### src/rtl/keypad_pkg.sv
// Shared types and the key map for the 4x4 keypad scanner.
// Optional auto-repeat is enabled by defining KEYPAD_REPEAT_EN.
package keypad_pkg;

  typedef enum logic [1:0] {
    RELEASED,
    PEND_PRESS,
    PRESSED,
    PEND_RELEASE
  } key_state_e;

  typedef struct packed {
    logic       none;
    logic [3:0] code;
  } key_scan_t;

  // Indexed [row][col]; rows top-down, columns left-right.
  localparam logic [3:0] KEY_MAP [4][4] = '{
    '{4'h1, 4'h2, 4'h3, 4'hA},
    '{4'h4, 4'h5, 4'h6, 4'hB},
    '{4'h7, 4'h8, 4'h9, 4'hC},
    '{4'h0, 4'hF, 4'hE, 4'hD}
  };

  function automatic logic [2:0] count_low(input logic [3:0] rows_n);
    count_low = '0;
    for (int i = 0; i < 4; i++) count_low = count_low + {2'b00, ~rows_n[i]};
  endfunction

  function automatic logic [1:0] first_low(input logic [3:0] rows_n);
    first_low = '0;
    for (int i = 3; i >= 0; i--) if (!rows_n[i]) first_low = 2'(i);
  endfunction

endpackage

### src/rtl/keypad_debounce.sv
// Press/release debounce FSM driven once per full keypad scan.
// Defining KEYPAD_REPEAT_EN adds an auto-repeat counter while a key is held.
module keypad_debounce
  import keypad_pkg::*;
#(
  parameter int DEBOUNCE_SCANS = 4
`ifdef KEYPAD_REPEAT_EN
  ,
  parameter int REPEAT_SCANS   = 50
`endif
) (
  input  logic      clk,
  input  logic      n_rst,
  input  logic      scan_done,
  input  key_scan_t scan,
  output logic [3:0] key_code,
  output logic      key_valid,
  output logic      key_held
);

  localparam int CW = $clog2(DEBOUNCE_SCANS + 1);

  key_state_e    state_q, state_d;
  logic [CW-1:0] cnt_q, cnt_d, cnt_inc;
  logic [3:0]    cand_q, cand_d, code_q, code_d;
  logic          valid_q, valid_d, held_q, held_d;
  logic          match_cand, match_code, one_scan;

`ifdef KEYPAD_REPEAT_EN
  localparam int RW = $clog2(REPEAT_SCANS + 1);
  logic [RW-1:0] rep_q, rep_d;
`endif

  assign key_code  = code_q;
  assign key_valid = valid_q;
  assign key_held  = held_q;

  always_ff @(posedge clk or negedge n_rst) begin
    if (!n_rst) begin
      state_q <= RELEASED;
      cnt_q   <= '0;
      cand_q  <= '0;
      code_q  <= '0;
      valid_q <= 1'b0;
      held_q  <= 1'b0;
`ifdef KEYPAD_REPEAT_EN
      rep_q   <= '0;
`endif
    end else begin
      state_q <= state_d;
      cnt_q   <= cnt_d;
      cand_q  <= cand_d;
      code_q  <= code_d;
      valid_q <= valid_d;
      held_q  <= held_d;
`ifdef KEYPAD_REPEAT_EN
      rep_q   <= rep_d;
`endif
    end
  end

  always_comb begin
    state_d    = state_q;
    cnt_d      = cnt_q;
    cand_d     = cand_q;
    code_d     = code_q;
    valid_d    = 1'b0;
    held_d     = held_q;
    cnt_inc    = cnt_q + CW'(1);
    one_scan   = (DEBOUNCE_SCANS == 1);
    match_cand = !scan.none && (scan.code == cand_q);
    match_code = !scan.none && (scan.code == code_q);
`ifdef KEYPAD_REPEAT_EN
    rep_d      = rep_q;
`endif

    if (scan_done) begin
      case (state_q)
        RELEASED: begin
          if (!scan.none) begin
            cand_d = scan.code;
            cnt_d  = CW'(1);
            if (one_scan) begin
              state_d = PRESSED;
              code_d  = scan.code;
              valid_d = 1'b1;
              held_d  = 1'b1;
            end else begin
              state_d = PEND_PRESS;
            end
          end
        end
        PEND_PRESS: begin
          if (match_cand) begin
            if (cnt_inc == CW'(DEBOUNCE_SCANS)) begin
              state_d = PRESSED;
              code_d  = cand_q;
              valid_d = 1'b1;
              held_d  = 1'b1;
              cnt_d   = '0;
            end else begin
              cnt_d = cnt_inc;
            end
          end else if (scan.none) begin
            state_d = RELEASED;
            cnt_d   = '0;
          end else begin
            cand_d = scan.code;
            cnt_d  = CW'(1);
          end
        end
        PRESSED: begin
          if (!match_code) begin
            if (one_scan) begin
              state_d = RELEASED;
              held_d  = 1'b0;
              cnt_d   = '0;
            end else begin
              state_d = PEND_RELEASE;
              cnt_d   = CW'(1);
            end
          end
        end
        PEND_RELEASE: begin
          if (match_code) begin
            state_d = PRESSED;
            cnt_d   = '0;
          end else if (cnt_inc == CW'(DEBOUNCE_SCANS)) begin
            state_d = RELEASED;
            held_d  = 1'b0;
            cnt_d   = '0;
          end else begin
            cnt_d = cnt_inc;
          end
        end
        default: state_d = RELEASED;
      endcase

`ifdef KEYPAD_REPEAT_EN
      // Only scans spent entirely inside PRESSED advance the repeat count.
      if (state_q == PRESSED && state_d == PRESSED) begin
        rep_d = rep_q + RW'(1);
        if (rep_d == RW'(REPEAT_SCANS)) begin
          valid_d = 1'b1;
          rep_d   = '0;
        end
      end else begin
        rep_d = '0;
      end
`endif
    end
  end

endmodule

### src/rtl/keypad_scanner.sv
// 4x4 matrix keypad scanner: column drive, row sampling and per-scan key result.
// Defining KEYPAD_REPEAT_EN enables auto-repeat in the debounce stage.
module keypad_scanner
  import keypad_pkg::*;
#(
  parameter int SCAN_CYCLES    = 1000,
  parameter int DEBOUNCE_SCANS = 4
`ifdef KEYPAD_REPEAT_EN
  ,
  parameter int REPEAT_SCANS   = 50
`endif
) (
  input  logic       clk,
  input  logic       n_rst,
  input  logic [3:0] row_n,
  output logic [3:0] col_n,
  output logic [3:0] key_code,
  output logic       key_valid,
  output logic       key_held
);

  localparam int PW = $clog2(SCAN_CYCLES);

  logic [3:0]    row_sync1_q, row_sync2_q;
  logic [PW-1:0] per_cnt_q, per_cnt_d;
  logic [1:0]    col_idx_q, col_idx_d;
  logic [1:0]    hits_q, hits_d;
  logic [3:0]    hit_code_q, hit_code_d;
  key_scan_t     scan_q, scan_d;
  logic          scan_done_q, scan_done_d;
  logic          sample;
  logic [2:0]    col_hits, hit_total;
  logic [1:0]    hits_sum;
  logic [3:0]    code_sel;

  assign col_n = ~(4'b0001 << col_idx_q);

  always_ff @(posedge clk or negedge n_rst) begin
    if (!n_rst) begin
      row_sync1_q <= 4'hF;
      row_sync2_q <= 4'hF;
      per_cnt_q   <= '0;
      col_idx_q   <= '0;
      hits_q      <= '0;
      hit_code_q  <= '0;
      scan_q      <= '{none: 1'b1, code: 4'h0};
      scan_done_q <= 1'b0;
    end else begin
      row_sync1_q <= row_n;
      row_sync2_q <= row_sync1_q;
      per_cnt_q   <= per_cnt_d;
      col_idx_q   <= col_idx_d;
      hits_q      <= hits_d;
      hit_code_q  <= hit_code_d;
      scan_q      <= scan_d;
      scan_done_q <= scan_done_d;
    end
  end

  // Hit count saturates at 2, so any multi-key scan collapses to NONE.
  always_comb begin
    sample      = (per_cnt_q == PW'(SCAN_CYCLES - 1));
    col_hits    = count_low(row_sync2_q);
    hit_total   = {1'b0, hits_q} + col_hits;
    hits_sum    = (hit_total > 3'd1) ? 2'd2 : hit_total[1:0];
    code_sel    = (col_hits == 3'd1) ? KEY_MAP[first_low(row_sync2_q)][col_idx_q] : hit_code_q;
    per_cnt_d   = per_cnt_q + PW'(1);
    col_idx_d   = col_idx_q;
    hits_d      = hits_q;
    hit_code_d  = hit_code_q;
    scan_d      = scan_q;
    scan_done_d = 1'b0;

    if (sample) begin
      per_cnt_d = '0;
      col_idx_d = col_idx_q + 2'd1;
      if (col_idx_q == 2'd3) begin
        scan_done_d = 1'b1;
        scan_d.none = (hits_sum != 2'd1);
        scan_d.code = code_sel;
        hits_d      = '0;
        hit_code_d  = '0;
      end else begin
        hits_d     = hits_sum;
        hit_code_d = code_sel;
      end
    end
  end

  keypad_debounce #(
    .DEBOUNCE_SCANS(DEBOUNCE_SCANS)
`ifdef KEYPAD_REPEAT_EN
    ,
    .REPEAT_SCANS(REPEAT_SCANS)
`endif
  ) u_debounce (
    .clk      (clk),
    .n_rst    (n_rst),
    .scan_done(scan_done_q),
    .scan     (scan_q),
    .key_code (key_code),
    .key_valid(key_valid),
    .key_held (key_held)
  );

endmodule

### config.mk
export PLATFORM = sky130hd
export DESIGN_NAME = keypad_scanner
export DESIGN_NICKNAME = d
export VERILOG_FILES = /design/src/rtl/keypad_pkg.sv /design/src/rtl/keypad_debounce.sv /design/src/rtl/keypad_scanner.sv
export SDC_FILE = /design/constraint.sdc
export NUM_CORES = 1
export LEC_CHECK = 0
export BUFFER_PORTS_ARGS = -buffer_cell sky130_fd_sc_hd__buf_2
export CELL_PAD_IN_SITES_DETAIL_PLACEMENT = 1
export CELL_PAD_IN_SITES_GLOBAL_PLACEMENT = 1
export CORE_MARGIN = 2
export CORE_UTILIZATION = 35
export DETAILED_ROUTE_END_ITERATION = 10
export PLACE_DENSITY_LB_ADDON = 0.1
export RECOVER_POWER = 100
export SLEW_MARGIN = 10
export SYNTH_ARGS = -nofsm -noshare
export SYNTH_HDL_FRONTEND = slang
export SYNTH_SLANG_ARGS = --single-unit
### constraint.sdc
create_clock -name clk -period 2.9 [get_ports clk]
set_input_delay 0.145 -clock clk [delete_from_list [all_inputs] [get_ports clk]]
set_output_delay 0.145 -clock clk [all_outputs]
set_load 0.005 [all_outputs]
==> results of run 1 <==
[per-stage QoR]
step	total power, mW	utilization (%)	setup WS, ns	hold WS, ns
floorplan	0.715	-	0.116	-0.151
global placement	0.744	37.9	0.284	0.250
detailed placement	0.746	37.9	0.170	0.252
CTS	1.25	40.2	0.163	0.0863
global route	1.28	39.9	0.0548	0.369
finish	1.22	39.9	0.241	0.360
[flip-flops by register name, indices dropped and copies added, names as in the netlist]
signal                flops
hit_code_q                4
scan_q                    5
u_debounce.cand_q         4
u_debounce.key_code       4
col_idx_q                 2
u_debounce.cnt_q          3
u_debounce.key_valid      1
hits_q                    2
u_debounce.state_q        2
row_sync2_q               4
per_cnt_q                10
row_sync1_q               4
u_debounce.key_held       1
scan_done_q               1
[metal layers]
layer	routed length, um	vias up	track usage (%)
li1	-	805	-
met5	0	-	0
met1	2200	836	18.7
met3	100	5	2.86
met4	56	0	3.41
met2	2240	14	23.0
[area by class of cell]
| type | instances | area, um^2 | share of cell area [%] |
|---|---|---|---|
| Tap cell | 80 | 100 | 3.75 |
| Inverter | 14 | 52.6 | 1.97 |
| Clock inverter | 3 | 42.5 | 1.60 |
| Sequential cell | 47 | 1190 | 44.5 |
| Multi-Input combinational cell | 155 | 1090 | 41.0 |
| Clock buffer | 5 | 68.8 | 2.58 |
| Timing Repair Buffer | 21 | 121 | 4.55 |
[cells in the mapped netlist, types with 2 or more instances]
cell,instances
dfrtp_1,38
nor2_1,23
nand2_1,18
o21ai_0,14
xnor2_1,14
inv_1,13
ha_1,11
dfstp_2,9
a21oi_1,6
mux2_2,6
nand3_1,5
xor2_1,5
a31oi_1,4
and3_1,4
mux2_4,4
nand2b_1,4
buf_2,3
nand4_1,3
nor2b_1,3
o31ai_1,3
or3_1,3
a22o_1,2
and2_1,2
clkbuf_1,2
fa_1,2
o22a_2,2
o311a_1,2
[path summary, 6_finish.rpt]
path / cells past startpoint / slack, ns / from / to
worst min-delay path: 0 / 0.36 / row_sync1_q[3]$_DFF_PN1_ / row_sync2_q[3]$_DFF_PN1_
worst min register to register: 0 / 0.36 / row_sync1_q[3]$_DFF_PN1_ / row_sync2_q[3]$_DFF_PN1_
min in group asynchronous: 1 / 0.63 / n_rst / u_debounce.key_valid$_DFF_PN0_
worst max register to register: 9 / 0.24 / row_sync2_q[0]$_DFF_PN1_ / hits_q[0]$_DFFE_PN0N_
max in group asynchronous: 1 / 0.80 / n_rst / hits_q[0]$_DFFE_PN0N_
worst max-delay path: 9 / 0.24 / row_sync2_q[0]$_DFF_PN1_ / hits_q[0]$_DFFE_PN0N_
[cells in the final DEF, fill, tap and decap left out, types with 2 or more instances in the layout]
cell / instances
dfrtp_1: 38
nor2_1: 22
nand2_1: 18
xnor2_1: 14
o21ai_0: 14
inv_1: 13
ha_1: 11
buf_2: 11
dfstp_2: 9
a21oi_1: 6
nand3_1: 5
xor2_1: 5
mux2_2: 5
clkbuf_8: 5
clkbuf_1: 5
nand2b_1: 4
and3_1: 4
mux2_1: 4
a31oi_1: 4
dlygate4sd3_1: 4
or3_1: 3
nand4_1: 3
o31ai_1: 3
nor2b_1: 3
clkinv_1: 2
a22o_1: 2
o22a_2: 2
o311a_1: 2
fa_1: 2
[kinds of logic after synthesis]
family,share of synthesized area (%)
simple gates,14.1
buf+inv,3.63
compound gates,12.0
xor+xnor,7.00
mux,5.37
flops,50.0
fa+ha+maj,7.95
[power groups by stage]
stage | logic, mW | registers (mW) | clock network [mW]
after floorplan | 0.0348 | 0.680 | 0
final | 0.0680 | 0.669 | 0.486
after detailed placement | 0.0645 | 0.681 | 0
after global placement | 0.0632 | 0.681 | 0
after global routing | 0.0799 | 0.670 | 0.530
after CTS | 0.0694 | 0.669 | 0.512
[repair_timing]
| item | in CTS | in global routing |
|---|---|---|
| endpoints found under the hold margin | 4 | 0 |
| setup endpoints to repair | 0 | 1 |
| gates resized for setup | 0 | 1 |
| hold buffers | 4 | 0 |
==> impl_metrics.ini, run 1 <==
[clock_network]
path_clk_slew_ns = 0.09
ctsRootBufferMaster = clkbuf_8
postCtsSetupBuffers = 0
clock-sinks = 47
cts_tree = yes
cts_buffers = 5
h-tree-depth = 2
clk_latency_ns = 0.30
cts_buffer_depth = 2

[layout]
finalInstanceArea_um2 = 2670
drive_gt1_share_pct = 15.5
fin_nets = 263
synthToLayoutAreaGrowth_pct = 12.2
nFillCells = 769
n_antenna_cell = 0
final_cells = 325

[die]
ios = 16
start_util_pct = 35.6
dieArea_um2 = 7460
placementRows = 30
coreArea_um2 = 6680
die_y_um = 86.4
die_w_um = 86.4

[pwr]
seq_power_share_pct = 54.7
p_leak_nw = 1.25
power_switching_uw = 272
pwr-share-comb_pct = 5.6
vdd_ir_drop_max_mv = 0.182
switching_share_pct = 22.2
clkPwrFrac_pct = 39.8
p_int_uw = 951
powerDensity_nw_per_um2 = 459

[worst_hold_path]
hold_path.class = register to register

[synth]
netlist_area_um2 = 2380
yosysUniqueCellTypes = 44
synth_top_area_cell = dfrtp_1
async_reset_ff_share_pct = 100
synthDominantCellAreaShare_pct = 40.0
synth_ff_type = dfrtp_1
ys_ff_latch = 47
ys_seq_area_share_pct = 50.0
synth_edf_count = 0
yosys_warnings = 0
synth_top_cells_by_area = dfrtp_1 (40%), dfstp_2 (10%), ha_1 (5.8%), xnor2_1 (5.2%), nor2_1 (3.6%)
avgSynthCellArea_um2 = 10.7
synthCells = 222
synth.net_count = 241

[global_routing]
grt_max_degree = 48
grt_overflow = 0
antenna_found_initial = 0
track_usage_pct = 13.9
grt_pass1_wl_mm = 8.29
grt_pass1_vias = 1698

[drt]
via_per_inst = 5.11
first_iter_violations = 41
wl_per_cell_um = 14.1
detail-route-antenna-nets = 0
vias = 1660
drc = 0
routed_wl_mm = 4.59
drt_first_pass_iters = 4

[sta]
setup_tns_ns = 0
fmax_ghz = 0.376
tightest_slew_ns = 2.57
post-route-period-util_pct = 91.7
maxSlewHeadroom_pct = -71.5
clock_skew_ns = 0.0125
setup_violations = 0
rsz0062_at_grt = no
hold_violations = 0
maxSlewViolCount = 48
fin_crit_ns = 2.66

[place]
finalWeightedCongestion = 0.748
place.detailed.hpwl_mm = 3.33
io_buffers = 15
placedInstanceArea_um2 = 2530
place_inst = 313

[worst_setup_path]
cp_slowest_cell = dfstp_2
crit_buf_inv = 1
critPathLaunchType = register
cp.required_ns = 3.10
crit_fanout = 4
cp-end-kind = register
cp_top_family = adder cells
path_cells = inv_1 -> fa_1 -> ha_1 -> ha_1 -> fa_1 -> xor2_1 -> nor2_2 -> nand2_1 -> o31ai_1
cp.arrival_ns = 2.86
path_class = register to register
max_stage_delay_ns = 0.56

[job]
maxCapViolations = 1

[run_status]
violations = max-capacitance violations, max-slew violations
outcome = finished, violations left
(Power assumes the default switching activity.)
==> run 2, diff against run 1 <==
--- a/config.mk
+++ b/config.mk
@@ -5,6 +5,7 @@
 export SDC_FILE = /design/constraint.sdc
 export NUM_CORES = 1
 export LEC_CHECK = 0
+export ABC_AREA = 1
 export BUFFER_PORTS_ARGS = -buffer_cell sky130_fd_sc_hd__buf_2
 export CELL_PAD_IN_SITES_DETAIL_PLACEMENT = 1
 export CELL_PAD_IN_SITES_GLOBAL_PLACEMENT = 1
==> run 2 against run 1 <==
Against the previous run: combinational power is 7.4% higher; cell area is 5.6% higher; clock power is 2% higher; non-clock buffer count is 2 higher; highest routed layer unchanged; first-iteration DRC count is 22% lower; the flow still finishes with violations (max-capacitance violations, max-slew violations); sequential cell count stayed put; total power is 1.2% higher; global-route usage is 2.0 points higher; sequential power hardly changed; critical endpoint unchanged.
==> impl_metrics.ini, run 2 <==
[die]
dieArea_um2 = 7740
placementRows = 30
start_util_pct = 36.3
die_w_um = 88.0
ios = 16
die_y_um = 88.0
coreArea_um2 = 6790

[drt]
routed_wl_mm = 5.29
drc = 0
wl_per_cell_um = 12.2
drt_first_pass_iters = 4
detail-route-antenna-nets = 0
via_per_inst = 4.60
first_iter_violations = 32
vias = 1998

[layout]
final_common_cell = nand2_1
fin_util_pct = 41.5
drive_gt1_share_pct = 10.1
regArea_um2 = 1190
largestRegisters = per_cnt_q: 10 flops, scan_q: 5 flops
synthToLayoutAreaGrowth_pct = 14.1
n_antenna_cell = 0
largest_register_ff_count = 10
multiInputGateArea_um2 = 1070
largest_register = per_cnt_q
fin_nets = 356
mostFrequentLayoutCells = nand2_1 (100), inv_1 (47), dfrtp_1 (38)
nFillCells = 862

[run_status]
violations = max-capacitance violations, max-slew violations
outcome = finished, violations left

[sta]
rsz0062_at_grt = no
hold_violations = 0
setup_tns_ns = 0
maxSlewViolCount = 35
clock_skew_ns = 0.00607
setup_violations = 0
setup_ws_ns = 0.298
fmax_ghz = 0.384
fin_crit_ns = 2.60
maxSlewHeadroom_pct = -27.3
tightest_slew_ns = 1.91
post-route-period-util_pct = 89.7

[pwr]
power_switching_uw = 265
p_int_uw = 972
switching_share_pct = 21.5
vdd_ir_drop_max_mv = 0.214
clkPwrFrac_pct = 40.1
p_leak_nw = 1.48
seq_power_share_pct = 53.9
powerDensity_nw_per_um2 = 439
pwr-share-comb_pct = 5.9

[worst_setup_path]
cp_top_family = adder cells
crit_fanout = 4
cp_slowest_cell = dfstp_1
cp-end-kind = register
cp.arrival_ns = 2.82
cp.required_ns = 3.12
crit_buf_inv = 1
path_cells = inv_1 -> fa_1 -> ha_1 -> ha_1 -> fa_1 -> xor2_1 -> nor2_1 -> nand2_1 -> o21ai_0
critPathLaunchType = register
max_stage_delay_ns = 0.57
path_class = register to register

[synth]
synth_ff_type = dfrtp_1
synthDominantCellAreaShare_pct = 38.5
ys_ff_latch = 47
async_reset_ff_share_pct = 100
synth_top_area_cell = dfrtp_1
yosysMostFrequentCell = nand2_1
synth.net_count = 328
synthCells = 309
synth_edf_count = 0
yosysUniqueCellTypes = 26
synthTopCellsByCount = nand2_1 (100), inv_1 (46), dfrtp_1 (38), nor2_1 (21), o21ai_0 (21)
ys_seq_area_share_pct = 48.1
netlist_area_um2 = 2470
yosys_warnings = 0
synth_top_cells_by_area = dfrtp_1 (39%), nand2_1 (15%), dfstp_2 (9.6%), inv_1 (7.0%), ha_1 (5.6%)
avgSynthCellArea_um2 = 7.99

[clock_network]
post_cts_resized = 0
path_clk_slew_ns = 0.09
cts_buffer_depth = 2
ctsRootBufferMaster = clkbuf_8
cts_tree = yes
clk_latency_ns = 0.29
hold_buffers = 5
cts_buffers = 5
postCtsSetupBuffers = 0
h-tree-depth = 2
clock-sinks = 47

[global_routing]
track_usage_pct = 15.9
grt_pass1_wl_mm = 9.64
antenna_found_initial = 0
grt_max_degree = 35
grt_pass1_vias = 2139
grt_overflow = 0

[place]
finalWeightedCongestion = 0.784
place.detailed.hpwl_mm = 4.11
place_ws_ns = 0.292
io_buffers = 15

[job]
maxCapViolations = 1

[worst_hold_path]
hold_path.class = register to register
run 2: worst paths after layout:
kind,from,slack (ns),endpoint,cells past startpoint
max,row_sync2_q[0]$_DFF_PN1_,0.30,hits_q[0]$_DFFE_PN0N_,9
min,row_sync1_q[1]$_DFF_PN1_,0.36,row_sync2_q[1]$_DFF_PN1_,0
max reg2reg,row_sync2_q[0]$_DFF_PN1_,0.30,hits_q[0]$_DFFE_PN0N_,9
min reg2reg,row_sync1_q[1]$_DFF_PN1_,0.36,row_sync2_q[1]$_DFF_PN1_,0
max in group asynchronous,n_rst,0.71,row_sync2_q[2]$_DFF_PN1_,3
min in group asynchronous,n_rst,0.91,u_debounce.key_valid$_DFF_PN0_,2
run 2: power by group through the flow:
stage	combinational, mW	sequential (mW)	clock [mW]
6_report	0.0730	0.667	0.497
5_1_grt	0.0852	0.669	0.549
4_1_cts	0.0776	0.668	0.526
3_5_place_dp	0.0720	0.681	0
3_3_place_gp	0.0684	0.680	0
2_1_floorplan	0.0382	0.680	0
run 2: area by class of cell:
| type | instances | area share [%] |
|---|---|---|
| sequential | 47 | 42.2 |
| multi-input combinational | 211 | 38.0 |
| inverter | 49 | 6.53 |
| timing repair buffer | 23 | 4.84 |
| tap | 96 | 4.26 |
| clock buffer | 6 | 2.93 |
| clock inverter | 2 | 1.24 |
run 2: logic make-up (layout without fill, tap and decap cells):
kind of cell    after synthesis  in the layout  share of synthesized area (%)
buf+inv                      51             80                           7.86
fa+ha+maj                    13             13                           7.20
xor+xnor                      4              4                           1.42
compound gates               37             37                           7.81
flops                        47             47                           48.1
simple gates                157            157                           27.6
run 2: through the flow:
| step | instance area, um^2 | total power [mW] | cells | hold slack [ns] |
|---|---|---|---|---|
| finish | 2820 | 1.24 | 434 | 0.358 |
| global route | 2820 | 1.30 | 434 | 0.367 |
| CTS | 2840 | 1.27 | 434 | 0.361 |
| detailed placement | 2680 | 0.753 | 421 | 0.251 |
| global placement | 2680 | 0.748 | 421 | 0.250 |
| floorplan | 2470 | 0.718 | 309 | -0.151 |
run 2: worst reg2reg max path: cells and delay by family, from the launching register on:
family          cells  cell delay (ns)
buf+inv             1             0.08
simple gates        2             0.20
xor+xnor            1             0.15
flops               1             0.57
fa+ha+maj           4             1.39
compound gates      1             0.15
run 2: per-layer routing:
layer  vias up  GRT usage (%)  share of wire [%]
met3         7           2.83                2.2
met1       950           20.0                 47
li1       1021              -                  -
met5         -              0                  0
met4         0           4.76                1.4
met2        20           27.8                 49
